`src/rtl/mpu_sample_sequencer_pkg.sv`:
```
// ---------------------------------------------------------------------------
// mpu_pkg: shared definitions for the MPU6050 sample sequencer.
//   - state_t     : sequencer state encoding
//   - register map: MPU6050 register pointers used by the sequencer
//   - init_rom()  : (register, data) pairs written once after start
//   - BURST_LEN   : bytes per ACCEL_XOUT_H burst read
// ---------------------------------------------------------------------------
package mpu_pkg;

    typedef enum logic [3:0] {
        S_IDLE,
        S_INIT_ISSUE,
        S_INIT_WAIT,
        S_WAIT_TICK,
        S_READ_ISSUE,
        S_READ_COLLECT,
        S_PUBLISH,
        S_BACKOFF,
        S_FAULT
    } state_t;

    localparam logic [7:0] PWR_MGMT_1   = 8'h6B;
    localparam logic [7:0] SMPLRT_DIV   = 8'h19;
    localparam logic [7:0] CONFIG       = 8'h1A;
    localparam logic [7:0] GYRO_CONFIG  = 8'h1B;
    localparam logic [7:0] ACCEL_CONFIG = 8'h1C;
    localparam logic [7:0] ACCEL_XOUT_H = 8'h3B;

    localparam int unsigned BURST_LEN = 14;
    localparam int unsigned INIT_LEN  = 5;

    // Returns {register, data} for init step idx.
    function automatic logic [15:0] init_rom(input logic [2:0] idx);
        case (idx)
            3'd0:    return {PWR_MGMT_1,   8'h00};
            3'd1:    return {SMPLRT_DIV,   8'h07};
            3'd2:    return {CONFIG,       8'h03};
            3'd3:    return {GYRO_CONFIG,  8'h08};
            3'd4:    return {ACCEL_CONFIG, 8'h08};
            default: return {PWR_MGMT_1,   8'h00};
        endcase
    endfunction

endpackage

```
`src/rtl/mpu_sample_sequencer_tick_gen.sv`:
```
// ---------------------------------------------------------------------------
// sample_tick_gen: free-running sample-rate tick.
//   clk    in  main clock
//   rst    in  synchronous active-high reset
//   i_en   in  counter runs only while high; held at 0 otherwise
//   o_tick out one-cycle pulse on the TICK_CYC-1 -> 0 wrap
// ---------------------------------------------------------------------------
module sample_tick_gen #(
    parameter int unsigned TICK_CYC = 50000
) (
    input  logic clk,
    input  logic rst,
    input  logic i_en,
    output logic o_tick
);

    localparam int unsigned LP_W = (TICK_CYC > 1) ? $clog2(TICK_CYC) : 1;

    logic [LP_W-1:0] r_cnt;
    logic            w_wrap;

    assign w_wrap = (r_cnt == LP_W'(TICK_CYC - 1));
    assign o_tick = i_en && w_wrap;

    always_ff @(posedge clk) begin
        if (rst || !i_en) begin
            r_cnt <= '0;
        end else if (w_wrap) begin
            r_cnt <= '0;
        end else begin
            r_cnt <= r_cnt + 1'b1;
        end
    end

endmodule

```
`src/rtl/mpu_sample_sequencer.sv`:
```
// ---------------------------------------------------------------------------
// mpu_sample_sequencer: drives a byte-level I2C master to initialise an
// MPU6050, then burst-reads the 14 sample bytes at a fixed rate and publishes
// them as seven signed 16-bit words. NACKed or short transactions are retried
// after a backoff; exhausting the retry budget parks the block in FAULT.
//   clk, rst            main clock, synchronous active-high reset
//   start               begin init script (honoured only in IDLE/FAULT)
//   busy/init_done/fault status
//   sample_valid        one-cycle pulse, sample words updated together
//   accel_*/temp/gyro_* signed sample words
//   overrun_cnt         saturating count of dropped ticks
//   m_*                 request/response interface to the I2C master
// ---------------------------------------------------------------------------
module mpu_sample_sequencer
    import mpu_pkg::*;
#(
    parameter int unsigned CLK_MAIN    = 50000000,
    parameter int unsigned SAMPLE_HZ   = 1000,
    parameter logic [6:0]  DEV_ADDR    = 7'h68,
    parameter int unsigned MAX_RETRY   = 3,
    parameter int unsigned BACKOFF_CYC = 1000
) (
    input  logic               clk,
    input  logic               rst,
    input  logic               start,
    output logic               busy,
    output logic               init_done,
    output logic               fault,
    output logic               sample_valid,
    output logic signed [15:0] accel_x,
    output logic signed [15:0] accel_y,
    output logic signed [15:0] accel_z,
    output logic signed [15:0] temp,
    output logic signed [15:0] gyro_x,
    output logic signed [15:0] gyro_y,
    output logic signed [15:0] gyro_z,
    output logic [7:0]         overrun_cnt,
    output logic               m_req,
    input  logic               m_ack,
    output logic               m_rw,
    output logic [6:0]         m_addr,
    output logic [7:0]         m_reg,
    output logic [3:0]         m_len,
    output logic [7:0]         m_wdata,
    input  logic               m_rd_valid,
    input  logic [7:0]         m_rd_data,
    input  logic               m_done,
    input  logic               m_nack
);

    localparam int unsigned TICK_CYC     = CLK_MAIN / SAMPLE_HZ;
    localparam logic [7:0]  LP_MAX_RETRY = 8'(MAX_RETRY);

    state_t      r_state;
    state_t      r_resume;
    logic        r_busy, r_init_done, r_fault, r_sample_valid, r_pending;
    logic [7:0]  r_overrun;
    logic [7:0]  r_retry;
    logic [2:0]  r_idx;
    logic [3:0]  r_byte_cnt;
    logic [31:0] r_bo_cnt;
    logic [7:0]  r_shadow [BURST_LEN];
    logic [15:0] r_words  [7];
    logic        r_m_req, r_m_rw;
    logic [6:0]  r_m_addr;
    logic [7:0]  r_m_reg, r_m_wdata;
    logic [3:0]  r_m_len;
    logic [15:0] w_rom;
    logic        w_tick;
    logic        w_fail;

    sample_tick_gen #(.TICK_CYC(TICK_CYC)) u_tick (
        .clk    (clk),
        .rst    (rst),
        .i_en   (r_init_done),
        .o_tick (w_tick)
    );

    assign w_rom  = init_rom(r_idx);
    // A short burst counts as a failed transaction just like a NACK.
    assign w_fail = m_done && (((r_state == S_INIT_WAIT) && m_nack) ||
                               ((r_state == S_READ_COLLECT) &&
                                (m_nack || (r_byte_cnt != 4'(BURST_LEN)))));

    always_ff @(posedge clk) begin
        if (rst) begin
            r_state        <= S_IDLE;
            r_resume       <= S_IDLE;
            r_busy         <= 1'b0;
            r_init_done    <= 1'b0;
            r_fault        <= 1'b0;
            r_sample_valid <= 1'b0;
            r_pending      <= 1'b0;
            r_overrun      <= '0;
            r_retry        <= '0;
            r_idx          <= '0;
            r_byte_cnt     <= '0;
            r_bo_cnt       <= '0;
            r_shadow       <= '{default: '0};
            r_words        <= '{default: '0};
            r_m_req        <= 1'b0;
            r_m_rw         <= 1'b0;
            r_m_addr       <= '0;
            r_m_reg        <= '0;
            r_m_len        <= '0;
            r_m_wdata      <= '0;
        end else begin
            r_sample_valid <= 1'b0;

            // A tick that WAIT_TICK cannot consume is remembered once; further
            // ticks while one is already pending are counted as dropped.
            if (w_tick && (r_state != S_WAIT_TICK)) begin
                if (!r_pending) begin
                    r_pending <= 1'b1;
                end else if (r_overrun != 8'hFF) begin
                    r_overrun <= r_overrun + 8'd1;
                end
            end

            case (r_state)
                S_IDLE, S_FAULT: begin
                    if (start) begin
                        r_fault     <= 1'b0;
                        r_init_done <= 1'b0;
                        r_retry     <= '0;
                        r_idx       <= '0;
                        r_pending   <= 1'b0;
                        r_busy      <= 1'b1;
                        r_state     <= S_INIT_ISSUE;
                    end
                end
                S_INIT_ISSUE: begin
                    if (!r_m_req) begin
                        r_m_req   <= 1'b1;
                        r_m_rw    <= 1'b0;
                        r_m_addr  <= DEV_ADDR;
                        r_m_reg   <= w_rom[15:8];
                        r_m_len   <= 4'd1;
                        r_m_wdata <= w_rom[7:0];
                    end else if (m_ack) begin
                        r_m_req <= 1'b0;
                        r_state <= S_INIT_WAIT;
                    end
                end
                S_INIT_WAIT: begin
                    if (m_done && !m_nack) begin
                        r_retry <= '0;
                        if (r_idx == 3'(INIT_LEN - 1)) begin
                            r_init_done <= 1'b1;
                            r_state     <= S_WAIT_TICK;
                        end else begin
                            r_idx   <= r_idx + 3'd1;
                            r_state <= S_INIT_ISSUE;
                        end
                    end
                end
                S_WAIT_TICK: begin
                    if (w_tick || r_pending) begin
                        r_pending <= 1'b0;
                        r_state   <= S_READ_ISSUE;
                    end
                end
                S_READ_ISSUE: begin
                    if (!r_m_req) begin
                        r_m_req    <= 1'b1;
                        r_m_rw     <= 1'b1;
                        r_m_addr   <= DEV_ADDR;
                        r_m_reg    <= ACCEL_XOUT_H;
                        r_m_len    <= 4'(BURST_LEN);
                        r_m_wdata  <= '0;
                        r_byte_cnt <= '0;
                    end else if (m_ack) begin
                        r_m_req <= 1'b0;
                        r_state <= S_READ_COLLECT;
                    end
                end
                S_READ_COLLECT: begin
                    if (m_rd_valid && (r_byte_cnt < 4'(BURST_LEN))) begin
                        r_shadow[r_byte_cnt] <= m_rd_data;
                        r_byte_cnt           <= r_byte_cnt + 4'd1;
                    end
                    // Words and sample_valid are loaded on the accepting edge so
                    // they appear together during the PUBLISH cycle.
                    if (m_done && !w_fail) begin
                        r_words[0]     <= {r_shadow[0],  r_shadow[1]};
                        r_words[1]     <= {r_shadow[2],  r_shadow[3]};
                        r_words[2]     <= {r_shadow[4],  r_shadow[5]};
                        r_words[3]     <= {r_shadow[6],  r_shadow[7]};
                        r_words[4]     <= {r_shadow[8],  r_shadow[9]};
                        r_words[5]     <= {r_shadow[10], r_shadow[11]};
                        r_words[6]     <= {r_shadow[12], r_shadow[13]};
                        r_sample_valid <= 1'b1;
                        r_state        <= S_PUBLISH;
                    end
                end
                S_PUBLISH: begin
                    r_retry <= '0;
                    r_state <= S_WAIT_TICK;
                end
                S_BACKOFF: begin
                    // r_bo_cnt starts at 1, so the reissued m_req rises exactly
                    // BACKOFF_CYC edges after the failing m_done.
                    if ((r_bo_cnt + 32'd1) >= BACKOFF_CYC) begin
                        r_state <= r_resume;
                    end else begin
                        r_bo_cnt <= r_bo_cnt + 32'd1;
                    end
                end
                default: r_state <= S_IDLE;
            endcase

            if (w_fail) begin
                r_retry  <= r_retry + 8'd1;
                r_resume <= (r_state == S_INIT_WAIT) ? S_INIT_ISSUE : S_READ_ISSUE;
                if ((r_retry + 8'd1) == LP_MAX_RETRY) begin
                    r_fault <= 1'b1;
                    r_busy  <= 1'b0;
                    r_state <= S_FAULT;
                end else begin
                    r_bo_cnt <= 32'd1;
                    r_state  <= S_BACKOFF;
                end
            end
        end
    end

    assign busy         = r_busy;
    assign init_done    = r_init_done;
    assign fault        = r_fault;
    assign sample_valid = r_sample_valid;
    assign overrun_cnt  = r_overrun;
    assign accel_x      = r_words[0];
    assign accel_y      = r_words[1];
    assign accel_z      = r_words[2];
    assign temp         = r_words[3];
    assign gyro_x       = r_words[4];
    assign gyro_y       = r_words[5];
    assign gyro_z       = r_words[6];
    assign m_req        = r_m_req;
    assign m_rw         = r_m_rw;
    assign m_addr       = r_m_addr;
    assign m_reg        = r_m_reg;
    assign m_len        = r_m_len;
    assign m_wdata      = r_m_wdata;

endmodule

```
`config.mk`:
```
export PLATFORM = sky130hd
export DESIGN_NAME = mpu_sample_sequencer
export DESIGN_NICKNAME = d
export VERILOG_FILES = /design/src/rtl/mpu_sample_sequencer_pkg.sv /design/src/rtl/mpu_sample_sequencer_tick_gen.sv /design/src/rtl/mpu_sample_sequencer.sv
export SDC_FILE = /design/constraint.sdc
export NUM_CORES = 1
export LEC_CHECK = 0
export BUFFER_PORTS_ARGS = -buffer_cell sky130_fd_sc_hd__buf_2
export CORE_MARGIN = 5
export CORE_UTILIZATION = 50
export DETAILED_ROUTE_END_ITERATION = 7
export GPL_TIMING_DRIVEN = 0
export PLACE_DENSITY = 0.71
export SYNTH_ARGS = -nofsm -noshare
export SYNTH_HDL_FRONTEND = slang
export SYNTH_SLANG_ARGS = --single-unit
```
`constraint.sdc`:
```
create_clock -name clk -period 3.23 [get_ports clk]
set_input_delay 0.1615 -clock clk [delete_from_list [all_inputs] [get_ports clk]]
set_output_delay 0.1615 -clock clk [all_outputs]
set_load 0.02 [all_outputs]
```
; ---- Word-level counts from Yosys, hierarchy flattened
; Index checks and enable logic that the tools add are counted.
[totals]
mem_count = 0
mem_bits_rw = 0
out_inout_bits = 153
ff_bits = 331
latchBits = 0
romBits = 0
[classes]
div = 0
order_cmp = 4
n_reduce_logical = 35
addsub = 6
n_bitwise = 3
mul = 0
shift = 0
n_eq_ne = 33
n_mux = 64
[ops]
columns = cell, n
row1 = 2-to-1 mux 32 bit, 4
row2 = bitwise mux 112 bit, 1
row3 = 2-to-1 mux 8 bit, 8
row4 = 2-to-1 mux 4 bit, 15
row5 = one-hot mux 15 bit (4 select lines), 1
row6 = adder 32 x 1 -> 32 bit (second input constant), 1
row7 = demux 8 bit (select 4 bit), 1
row8 = >= comparator 32 x 10 -> 1 bit (second input constant), 1
row9 = one-hot mux 4 bit (8 select lines), 1
row10 = one-hot mux 8 bit (2 select lines), 2
row11 = inequality test 3 bit (second input constant), 8
row12 = one-hot mux 8 bit (3 select lines), 1
row13 = 2-to-1 mux 1 bit, 19
row14 = adder 16 x 1 -> 16 bit (second input constant), 1
row15 = adder 8 x 1 -> 8 bit (second input constant), 2
row16 = equality test 16 bit (second input constant), 1
row17 = equality test 4 x 3 -> 1 bit (second input constant), 4
row18 = one-hot mux 4 bit (2 select lines), 2
row19 = 2-to-1 mux 3 bit, 4
row20 = inequality test 2 bit (second input constant), 6
row21 = AND reduction 3 bit, 4
row22 = logical AND 1 bit, 9
row23 = AND reduction 9 bit, 1
row24 = equality test 4 x 2 -> 1 bit (second input constant), 2
row25 = other kinds (29), 46

; ---- Longest topological paths before layout
; Gate-level depths: netlist of the first run.
[logic_depth]
ltp_word = 10
ltp_mapped = 11

; ---- Modules after synthesis
; A second synthesis of the first run with hierarchy kept.
[unflattened]
cells_unflattened = 1500
hier_area_um2 = 13026.2
[by_module_without_submodules]
columns = mod, area_each_um2, cells_per_inst, seq_area_each_um2, n_inst
row1 = mpu_sample_sequencer, 12288.0, 1417, 6085.8, 1
row2 = sample_tick_gen, 738.2, 83, 320.3, 1

; ---- Worst setup path after synthesis of the first run
; Ideal clock, no wire load.
[synth_timing]
kind = register -> register
from = register r_bo_cnt[0]
to = register r_bo_cnt[11]
period_less_slack_ns = 2.641
path_slack_ns = 0.589
arrival_time_ns = 2.526
stages_incl_launch_ff = 11
path_buffers = 1
required_time_ns = 3.115
path_cell_list = dfxtp_1 ha_1 nand3_1 nor3_1 mux2_2 o21ai_0 o211ai_1 nor4b_4 a21oi_2 clkbuf_1 and2_1
[synth_between]
elab_chain_cells = 6
[synth_rtl]
columns = element, line
row1 = from (decl), mpu_sample_sequencer.sv:61  ; logic [31:0] r_bo_cnt;
row2 = from (signal assigned), mpu_sample_sequencer.sv:206  ; r_bo_cnt <= r_bo_cnt + 32'd1;
row3 = adder 32 x 1 -> 32 bit (*), "mpu_sample_sequencer.sv:203, mpu_sample_sequencer.sv:206"
row4 = >= comparator 32 x 10 -> 1 bit, mpu_sample_sequencer.sv:203  ; if ((r_bo_cnt + 32'd1) >= BACKOFF_CYC) begin
row5 = 2-to-1 mux 32 bit (*), mpu_sample_sequencer.sv:203
row6 = 2-to-1 mux 32 bit (*), mpu_sample_sequencer.sv:120  ; case (r_state)
row7 = 2-to-1 mux 32 bit, mpu_sample_sequencer.sv:215  ; if ((r_retry + 8'd1) == LP_MAX_RETRY) begin
row8 = 2-to-1 mux 32 bit (*), mpu_sample_sequencer.sv:212  ; if (w_fail) begin
; Mark *: on every way between the ends. The rest lies on a longest branch, timed or not.
; A chain may end at the register's enable or synchronous reset.

; ---- Worst setup path after layout of the first run
[layout_timing]
from = register r_bo_cnt[3]
to = register r_bo_cnt[3]
[layout_between]
elab_chain_cells = 6
[layout_rtl]
columns = element, line
row1 = adder 32 x 1 -> 32 bit, "mpu_sample_sequencer.sv:203, mpu_sample_sequencer.sv:206"
row2 = >= comparator 32 x 10 -> 1 bit, mpu_sample_sequencer.sv:203
row3 = 2-to-1 mux 32 bit, mpu_sample_sequencer.sv:203
row4 = 2-to-1 mux 32 bit (*), mpu_sample_sequencer.sv:120
row5 = 2-to-1 mux 32 bit, mpu_sample_sequencer.sv:215
row6 = 2-to-1 mux 32 bit (*), mpu_sample_sequencer.sv:212
; Marks and branches as above.

==> impl_metrics.yaml, run 1 <==
sta:
  slew_headroom_pct: 33.6
  finalSetupViolations: 0
  hold_viol: 0
  timing.final.crit_share_pct: 96.0
  post-route-min-period_ps: 3100
  finalWorstSetupSlack_ps: 129
  fin_skew_ps: 17.9
  clock.fmax_mhz: 322
  drv_slew: 0
  tightest_slew_ps: 992
pwr:
  ir_worst_vdd_uv: 406
  p_total_mw: 9.80
  p_leak_nw: 5.93
  powerDensity_nw_per_um2: 631
logic_synthesis:
  async_flop_share_pct: 0
  synth-seq-cells: 320
  synth.area.top_cells: "dfxtp_1 (50%), mux2i_1 (9.5%), nand2_1 (8.1%)"
  yosysSeqAreaShare_pct: 50.0
  yosysMostFrequentCell: "dfxtp_1"
  synthCells: 1483
  synth_cell_types: 64
  yosysWarnings: 0
  synth_edf_count: 0
  synth_common_cells: "dfxtp_1 (320), nand2_1 (277), nor2_1 (203)"
  ys.flop_type: "dfxtp_1"
  postSynthAreaPerCell_um2: 8.64
  synth_top_area_share_pct: 50.0
  netlist_area_um2: 12800
  synth_area_leader_cell: "dfxtp_1"
layout:
  drive_above_1_share_pct: 15.4
  final_util_pct: 61.6
  diodes: 0
  top_regs: "r_shadow: 112 flops, r_bo_cnt: 32 flops"
  fin_nets: 1728
  top_register: "r_shadow"
  design_area_um2: 15500
  largest_reg_flops: 112
  syn2layout_area_growth_pct: 21.2
  final_cells: 2057
cts:
  clockRootBuffer: "clkbuf_16"
  cts_max_level: 2
  cts_buffers: 36
  cts_tree: "done"
  cts.sinks: 320
  ctsLongestPathBuffers: 3
  clk_pin_slew_ps: 60
  worst_skew_pair.late_latency_ps: 520
drt:
  dr.first_iter.drc_count: 685
  drt_first_pass_iters: 5
  postRouteAntennaNets: 0
  vias: 10900
  wl_per_cell_um: 16.5
  viasPerCell: 5.31
  wl_um: 34000
  drc_errors: 0
placed_design:
  finalWeightedCongestion: 0.898
  placedInstanceArea_um2: 14000
  placed_cells: 1979
  place_hpwl_um: 23400
  place_ws_ps: -18.7
  io_buffers: 158
die:
  die_area_um2: 28900
  ios: 168
  core_area_um2: 25200
  die_h_um: 170
  num_rows: 58
  die_w_um: 170
  start_util_pct: 50.9
job:
  drv_cap: 0
setup_path:
  arrival_ps: 3490
  cp.required_ps: 3620
  critPathMaxFanout: 10
  startpoint_type: "flop"
  cp-end-kind: "flop"
  crit_type: "flop to flop"
hold_path:
  hold_path.class: "input pin to flop"
global_route:
  antenna_found_initial: 0
  grt_max_degree: 15
  overflow: 0
  grt_pass1_vias: 10500
  grt_first_pass_wirelength_um: 54900
  grt_usage_pct: 23.0
outcome:
  outcome: "completed"
path summary, 6_finish.rpt:
path / start / endpoint / slack [ps] / cells after the start
worst max-delay path: r_bo_cnt[3]$_SDFF_PP0_ / r_bo_cnt[3]$_SDFF_PP0_ / 130 / 11
worst min-delay path: rst / r_bo_cnt[8]$_SDFF_PP0_ / 30 / 3
worst max register to register: r_bo_cnt[3]$_SDFF_PP0_ / r_bo_cnt[3]$_SDFF_PP0_ / 130 / 11
worst min register to register: gyro_y[8]$_SDFFE_PP0P_ / gyro_y[8]$_SDFFE_PP0P_ / 450 / 2
cells by family (layout without fill, tap and decap cells):
group | Yosys count | after routing | synth area share [%]
mux | 123 | 123 | 9.62
other cells | 1 | 9 | 0.0293
simple gates | 655 | 655 | 23.2
buf+inv | 120 | 356 | 4.05
fa+ha+maj | 14 | 14 | 1.37
flops | 320 | 320 | 50.0
compound gates | 220 | 220 | 9.62
xor+xnor | 30 | 30 | 2.05
timing repair:
item | 4_1_cts | 5_1_grt
pin swaps | 1 | 1
gates resized for setup | 0 | 10
setup endpoints to repair | 20 | 68
setup buffers | 3 | 1
hold buffers | 9 | 0
endpoints found under the hold margin | 18 | 0
layer usage:
layer | up-vias | wire length (µm) | GRT usage [%] | part of all wire, %
li1 | 5423 | - | - | -
met5 | - | 0 | 0 | 0
met1 | 5110 | 15000 | 30.5 | 44
met2 | 323 | 16000 | 38.0 | 47
met4 | 0 | 882 | 7.67 | 2.6
met3 | 66 | 2110 | 4.30 | 6.2
cell type report:
class / count / area (µm²)
Inverter: 16 / 60.1
Clock buffer: 48 / 1020
Fill cell: 2121 / 9660
Tap cell: 330 / 413
Buffer: 103 / 458
Sequential cell: 320 / 6410
Clock inverter: 18 / 313
Multi-Input combinational cell: 1051 / 5940
Timing Repair Buffer: 171 / 911
cell usage in the layout, fill, tap and decap left out, drive strengths merged, types with 3 or more instances in the layout:
cell,synthesis,layout
bufinv,0,8
ha,14,14
dlygate4sd3,0,9
and4,7,7
and3,14,14
dfxtp,320,320
nor3,21,21
nor2,203,203
nor4,9,9
a21oi,151,151
nand3,29,29
xnor2,12,12
buf,22,184
or2,5,5
nand2b,7,7
nand4,23,23
nor4b,4,4
nand2,277,277
clkinv,0,6
nand4b,6,6
a21o,4,4
a211oi,6,6
nand3b,6,6
nor2b,4,4
o21ai,25,25
clkbuf,82,129
a211o,5,5
xor2,18,18
clkinvlp,0,3
and2,25,25
a31oi,4,4
conb,1,9
a22oi,4,4
or3,10,10
inv,16,17
mux2i,122,122
critical path, stage by stage (launching register included):
cell	delay, ps
dfxtp_1	310
clkbuf_1	310
nand4_1	280
nor4_4	380
nand4_1	150
a211o_1	320
nor4_1	310
nor4b_4	330
buf_4	210
buf_6	150
nand3b_1	100
mux2i_1	140
per-stage QoR:
stage               hold slack, ps  setup TNS (ps)
finish                        27.6               0
global route                  33.6           -56.8
CTS                           6.42               0
detailed placement             424            -133
global placement               421            -165
floorplan                      258               0
power by group:
group / switching, mW / leakage (nW) / internal (mW)
clock network: 1.64 / 0.643 / 2.87
registers: 0.0788 / 2.58 / 4.04
logic: 0.782 / 2.71 / 0.380
(Power assumes the default switching activity.)
==> run 2: changes to the inputs <==
--- a/config.mk
+++ b/config.mk
@@ -7,10 +7,10 @@
 export LEC_CHECK = 0
 export BUFFER_PORTS_ARGS = -buffer_cell sky130_fd_sc_hd__buf_2
 export CORE_MARGIN = 5
-export CORE_UTILIZATION = 50
+export CORE_UTILIZATION = 30
 export DETAILED_ROUTE_END_ITERATION = 7
 export GPL_TIMING_DRIVEN = 0
-export PLACE_DENSITY = 0.71
+export SKIP_LAST_GASP = 1
 export SYNTH_ARGS = -nofsm -noshare
 export SYNTH_HDL_FRONTEND = slang
 export SYNTH_SLANG_ARGS = --single-unit
==> run 2 against run 1 <==
Effect of this change:
- setup slack improved by 40 ps
- global-route usage decreased by 8.0 points
- first-iteration DRC count decreased by 19%
- critical path type unchanged
- clock-buffer cell count increased by 3
- via count decreased by 1.7%
- routed wire length increased by 6.4%
==> impl_metrics.yaml, run 2 (synthesis gave the netlist of run 1 again) <==
outcome:
  outcome: "completed"
global_route:
  grt_first_pass_wirelength_um: 57500
  antenna_found_initial: 1
  grt_usage_pct: 15.1
  grt.busiest_layer: "met2"
  grt_use_met3_pct: 3.36
  overflow: 0
  grt_pass1_vias: 10600
  use_met1_pct: 19.7
  grt_max_degree: 14
  met2_usage_pct: 24.6
die:
  ios: 168
  start_util_pct: 30.4
  die_w_um: 217
  die_h_um: 217
  num_rows: 75
  die_area_um2: 46900
  core_area_um2: 42100
cts:
  clk_pin_slew_ps: 60
  cts_buffers: 37
  cts_tree: "done"
  ctsLongestPathBuffers: 3
  cts.sinks: 320
  worst_skew_pair.late_latency_ps: 550
  clockRootBuffer: "clkbuf_16"
  cts_max_level: 2
drt:
  dr.first_iter.drc_count: 556
  postRouteAntennaNets: 0
  viasPerCell: 4.75
  wl_per_cell_um: 16.0
  wl_um: 36100
  drc_errors: 0
  drt_first_pass_iters: 4
  vias: 10700
layout:
  syn2layout_area_growth_pct: 22.8
  fin_nets: 1730
  nFillCells: 4266
  largest_reg_flops: 112
  drive_above_1_share_pct: 15.3
  final_cell_mix: "dfxtp_1 (320), nand2_1 (277), nor2_1 (201)"
  final_cells: 2263
  final_common_cell: "dfxtp_1"
  design_area_um2: 15700
  diodes: 0
  top_register: "r_shadow"
  top_regs: "r_shadow: 112 flops, r_bo_cnt: 32 flops"
sta:
  hold_viol: 0
  fin_skew_ps: 19.9
  rsz0062_at_grt: "false"
  post-route-min-period_ps: 3060
  timing.final.crit_share_pct: 94.8
  tightest_slew_ps: 1030
  finalSetupTns_ps: 0
  drv_slew: 0
  finalSetupViolations: 0
  clock.fmax_mhz: 327
  slew_headroom_pct: 31.2
setup_path:
  startpoint_type: "flop"
  r2r_start: "r_bo_cnt[3]$_SDFF_PP0_"
  critPathMostFrequentCell: "nand4_1"
  critPathSlowestCell: "nor4_4"
  critPathMaxFanout: 10
  rrSetupSlack_ps: 170
  path_buf_inv: 3
  cpLargestDelayFamily: "simple AND/OR/NAND/NOR gates"
  cp.required_ps: 3640
  arrival_ps: 3470
  r2r_end: "r_state[2]$_SDFFE_PP0P_"
  cp-end-kind: "flop"
  critical_path.max_stage_delay_ps: 400
  ff2ff_path_depth: 11
  crit_chain: "clkbuf_1 > nand4_1 > nor4_4 > nand4_1 > a211o_1 > nor4_1 > nor4b_4 > buf_4 > buf_6 > nand4b_1 > o311ai_0"
  crit_type: "flop to flop"
job:
  drv_cap: 0
pwr:
  p_leak_nw: 5.91
  powerDensity_nw_per_um2: 612
  ir_worst_vdd_uv: 364
hold_path:
  min_from: "m_done"
  hold_path_end: "sample_valid$_SDFF_PP0_"
  worstHoldPathCells: 4
  hold_path.class: "input pin to flop"
placed_design:
  placedInstanceArea_um2: 14300
  placed_cells: 2188
  io_buffers: 158
  finalWeightedCongestion: 0.846
  place_hpwl_um: 25800
==> run 2: cell types whose count changed in the layout (fill, tap and decap cells not counted), sizes merged <==
| cell | delta |
|---|---|
| clkbuf | +3 |
| buf | -2 |
| inv | +2 |
| clkinv | -2 |
| bufinv | -4 |
| dlygate4sd3 | +3 |
| clkinvlp | -3 |
==> run 2: area by class of cell <==
type	instances	area [µm²]	area share [%]
flip-flops and latches	320	6410	40.7
multi-input cells	1051	5940	37.8
clock buffers	51	1080	6.86
repair buffers	172	926	5.89
well taps	539	674	4.29
plain buffers	103	458	2.91
clock inverters	11	178	1.13
inverters	16	60.1	0.382
==> run 2: layer usage <==
| layer | vias to the layer above | wire length, µm | part of all wire, % |
|---|---|---|---|
| met5 | - | 13 | 0.036 |
| met4 | 2 | 1150 | 3.2 |
| met3 | 71 | 1740 | 4.8 |
| met2 | 238 | 16700 | 46 |
| met1 | 5016 | 16500 | 46 |
| li1 | 5413 | - | - |
==> run 2: stage by stage <==
| stage | hold slack [ps] | util (%) | setup slack (ps) | total power, mW |
|---|---|---|---|---|
| after global placement | 400 | 33.9 | -25.9 | 5.36 |
| final | 88.4 | 37.3 | 169 | 9.63 |
| after global routing | 103 | 37.3 | 18.7 | 10.0 |
| after CTS | 70.1 | 37.2 | 3.20 | 9.73 |
| after detailed placement | 404 | 33.9 | -133 | 5.37 |
| after floorplan | 258 | - | 589 | 5.00 |
==> run 2: power by group <==
group / switching [mW] / total, mW / internal [mW]
Combinational: 0.805 / 1.19 / 0.383
Clock: 1.66 / 4.31 / 2.66
Sequential: 0.0828 / 4.12 / 4.04
Total: 2.55 / 9.63 / 7.08
==> run 2: how the worst max path moves through the flow <==
stage	end	start	slack, ps	depth (start not counted)
after floorplan	r_bo_cnt[11]$_SDFF_PP0_	r_bo_cnt[0]$_SDFF_PP0_	590	10
after detailed placement	r_bo_cnt[20]$_SDFF_PP0_	r_bo_cnt[0]$_SDFF_PP0_	-130	10
final	r_state[2]$_SDFFE_PP0P_	r_bo_cnt[3]$_SDFF_PP0_	170	11
after CTS	r_bo_cnt[19]$_SDFF_PP0_	r_bo_cnt[13]$_SDFF_PP0_	3	9
after global placement	r_bo_cnt[15]$_SDFF_PP0_	r_bo_cnt[0]$_SDFF_PP0_	-30	10
after global routing	r_bo_cnt[13]$_SDFF_PP0_	r_bo_cnt[3]$_SDFF_PP0_	20	10
==> run 2: tightest hold or removal path, stage by stage <==
cell     delay [ps]
buf_2           120
nor2b_1         170
nand3_1          90
nor2_1           40
==> run 2: timing repair <==
| item | CTS | global route |
|---|---|---|
| buffers inserted | 2 | 0 |
| hold endpoints to repair | 40 | 0 |
| pin swaps | 1 | 0 |
| cloned | 0 | 0 |
| gates resized for setup | 0 | 10 |
| endpoints found under the setup margin | 20 | 72 |
| hold buffers | 12 | 0 |
==> run 3: changes to the inputs <==
--- a/config.mk
+++ b/config.mk
@@ -6,6 +6,7 @@
 export NUM_CORES = 1
 export LEC_CHECK = 0
 export BUFFER_PORTS_ARGS = -buffer_cell sky130_fd_sc_hd__buf_2
+export CORE_ASPECT_RATIO = 1.4
 export CORE_MARGIN = 5
 export CORE_UTILIZATION = 30
 export DETAILED_ROUTE_END_ITERATION = 7
==> run 3 against run 2 <==
Effect of this change:
- flip-flop and latch count is the same
- critical path type unchanged
- sequential power is essentially flat
- worst hold slack gained 30 ps
- die area rose by 0.13%
==> impl_metrics.yaml, run 3 (synthesis gave the netlist of run 1 again) <==
pwr:
  ir_worst_vdd_uv: 524
  power_frac_clock_pct: 42.9
  power_frac_comb_pct: 13.1
  powerDensity_nw_per_um2: 599
  p_sw_share_pct: 25.8
  p_sw_mw: 2.42
  pwr-share-seq_pct: 44.0
  p_int_mw: 6.94
  p_leak_nw: 5.86
setup_path:
  rrSetupSlack_ps: 260
  critPathMaxFanout: 10
  crit_type: "flop to flop"
  cp.required_ps: 3670
  arrival_ps: 3410
  cp-end-kind: "flop"
  ff2ff_path_depth: 11
  startpoint_type: "flop"
global_route:
  antenna_found_initial: 1
  grt_pass1_vias: 10500
  overflow: 0
  grt_max_degree: 15
  grt_first_pass_wirelength_um: 56800
  grt_usage_pct: 14.9
drt:
  wl_per_cell_um: 16.1
  drc_errors: 0
  dr_wl_met2_um: 18900
  viasPerCell: 4.77
  drt-met1-wl_um: 14900
  dr.first_iter.drc_count: 585
  postRouteAntennaNets: 0
  drt_first_pass_iters: 5
  wl_met3_um: 1750
  vias: 10800
  wl_um: 36400
  top_layer: "met5"
placed_design:
  placed_cells: 2195
  placedInstanceArea_um2: 14300
  io_buffers: 158
  finalWeightedCongestion: 0.830
  place_hpwl_um: 27100
layout:
  ff_latch_area_um2: 6410
  final_common_cell: "dfxtp_1"
  fin_nets: 1724
  final_cells: 2264
  diodes: 0
  top_regs: "r_shadow: 112 flops, r_bo_cnt: 32 flops"
  multiInputGateArea_um2: 5940
  final_cell_mix: "dfxtp_1 (319), nand2_1 (277), nor2_1 (202)"
  top_register: "r_shadow"
  final_util_pct: 37.0
  largest_reg_flops: 112
  nFillCells: 4270
  design_area_um2: 15600
  syn2layout_area_growth_pct: 22.1
  drive_above_1_share_pct: 15.0
sta:
  post-route-min-period_ps: 2970
  slew_headroom_pct: 25.8
  fin_skew_ps: 13.4
  finalSetupTns_ps: 0
  timing.final.crit_share_pct: 92.0
  tightest_slew_ps: 1110
  finalSetupViolations: 0
  clock.fmax_mhz: 336
  hold_viol: 0
  whs_ps: 118
  drv_slew: 0
die:
  ios: 168
  num_rows: 89
  core_area_um2: 42200
  die_area_um2: 47000
  die_w_um: 185
  start_util_pct: 30.3
  die_h_um: 254
cts:
  cts_tree: "done"
  cts_max_level: 1
  clockRootBuffer: "clkbuf_16"
  clk_pin_slew_ps: 60
  worst_skew_pair.late_latency_ps: 560
  ctsLongestPathBuffers: 3
  cts.sinks: 320
  cts_buffers: 30
job:
  drv_cap: 0
hold_path:
  hold_path.class: "input pin to flop"
  worstHoldPathCells: 4
outcome:
  outcome: "completed"
[run 3: cell count changes in the layout (fill, tap and decap cells not counted), moves of 2 or more]
cell	before	now
bufinv_16	4	7
inv_6	2	0
clkbuf_1	83	85
clkinv_2	4	2
clkbuf_16	37	31
buf_4	17	19
[run 3: critical path, cell delays in order, from the launching register on]
cell and delay, ps:
dfxtp_1 480, nand4_1 250, nor4_4 290, buf_4 190
nand4_1 100, a211o_1 320, nor4_1 290, nor4b_4 240
buf_4 180, a21oi_2 80, clkbuf_1 220, and2_1 200
[run 3: power groups by stage]
stage	logic, mW	registers (mW)	clock network, mW
finish	1.22	4.12	4.01
global route	1.35	4.13	4.25
CTS	1.21	4.12	4.10
detailed placement	1.19	4.20	0
global placement	1.18	4.20	0
floorplan	0.743	4.25	0
[run 3: per-stage QoR]
| stage | power [mW] | setup WS, ps |
|---|---|---|
| 2_1_floorplan | 5.00 | 589 |
| 3_3_place_gp | 5.37 | -64.5 |
| 3_5_place_dp | 5.39 | -112 |
| 4_1_cts | 9.43 | 80.2 |
| 5_1_grt | 9.74 | -19.3 |
| 6_report | 9.36 | 258 |
[run 3: path summary, 6_finish.rpt]
path,startpoint,end
hold / removal,m_rd_valid,r_byte_cnt[0]$_SDFFE_PP0P_
setup / recovery,r_bo_cnt[3]$_SDFF_PP0_,r_bo_cnt[23]$_SDFF_PP0_
setup reg to reg,r_bo_cnt[3]$_SDFF_PP0_,r_bo_cnt[23]$_SDFF_PP0_
hold reg to reg,accel_x[1]$_SDFFE_PP0P_,accel_x[1]$_SDFFE_PP0P_
[run 3: routing by layer]
layer  vias up  track usage, %
met3        53            2.77
met5         -               0
met4         2            4.20
met1      5090            17.6
met2       250            27.5
li1       5393               -
[run 3: what timing repair did]
action,CTS,global route
endpoints found under the setup margin,22,46
pin swaps,1,1
setup buffers,3,1
hold buffers,12,0
resized for setup,1,9
hold endpoints to repair,39,0
[run 3: cell type report]
| cell class | instances | share of cell area [%] |
|---|---|---|
| Multi-Input combinational cell | 1051 | 38.0 |
| Timing Repair Buffer | 174 | 6.02 |
| Sequential cell | 320 | 41.0 |
| Inverter | 16 | 0.384 |
| Buffer | 102 | 2.90 |
| Tap cell | 546 | 4.37 |
| Clock buffer | 46 | 5.90 |
| Clock inverter | 9 | 1.41 |
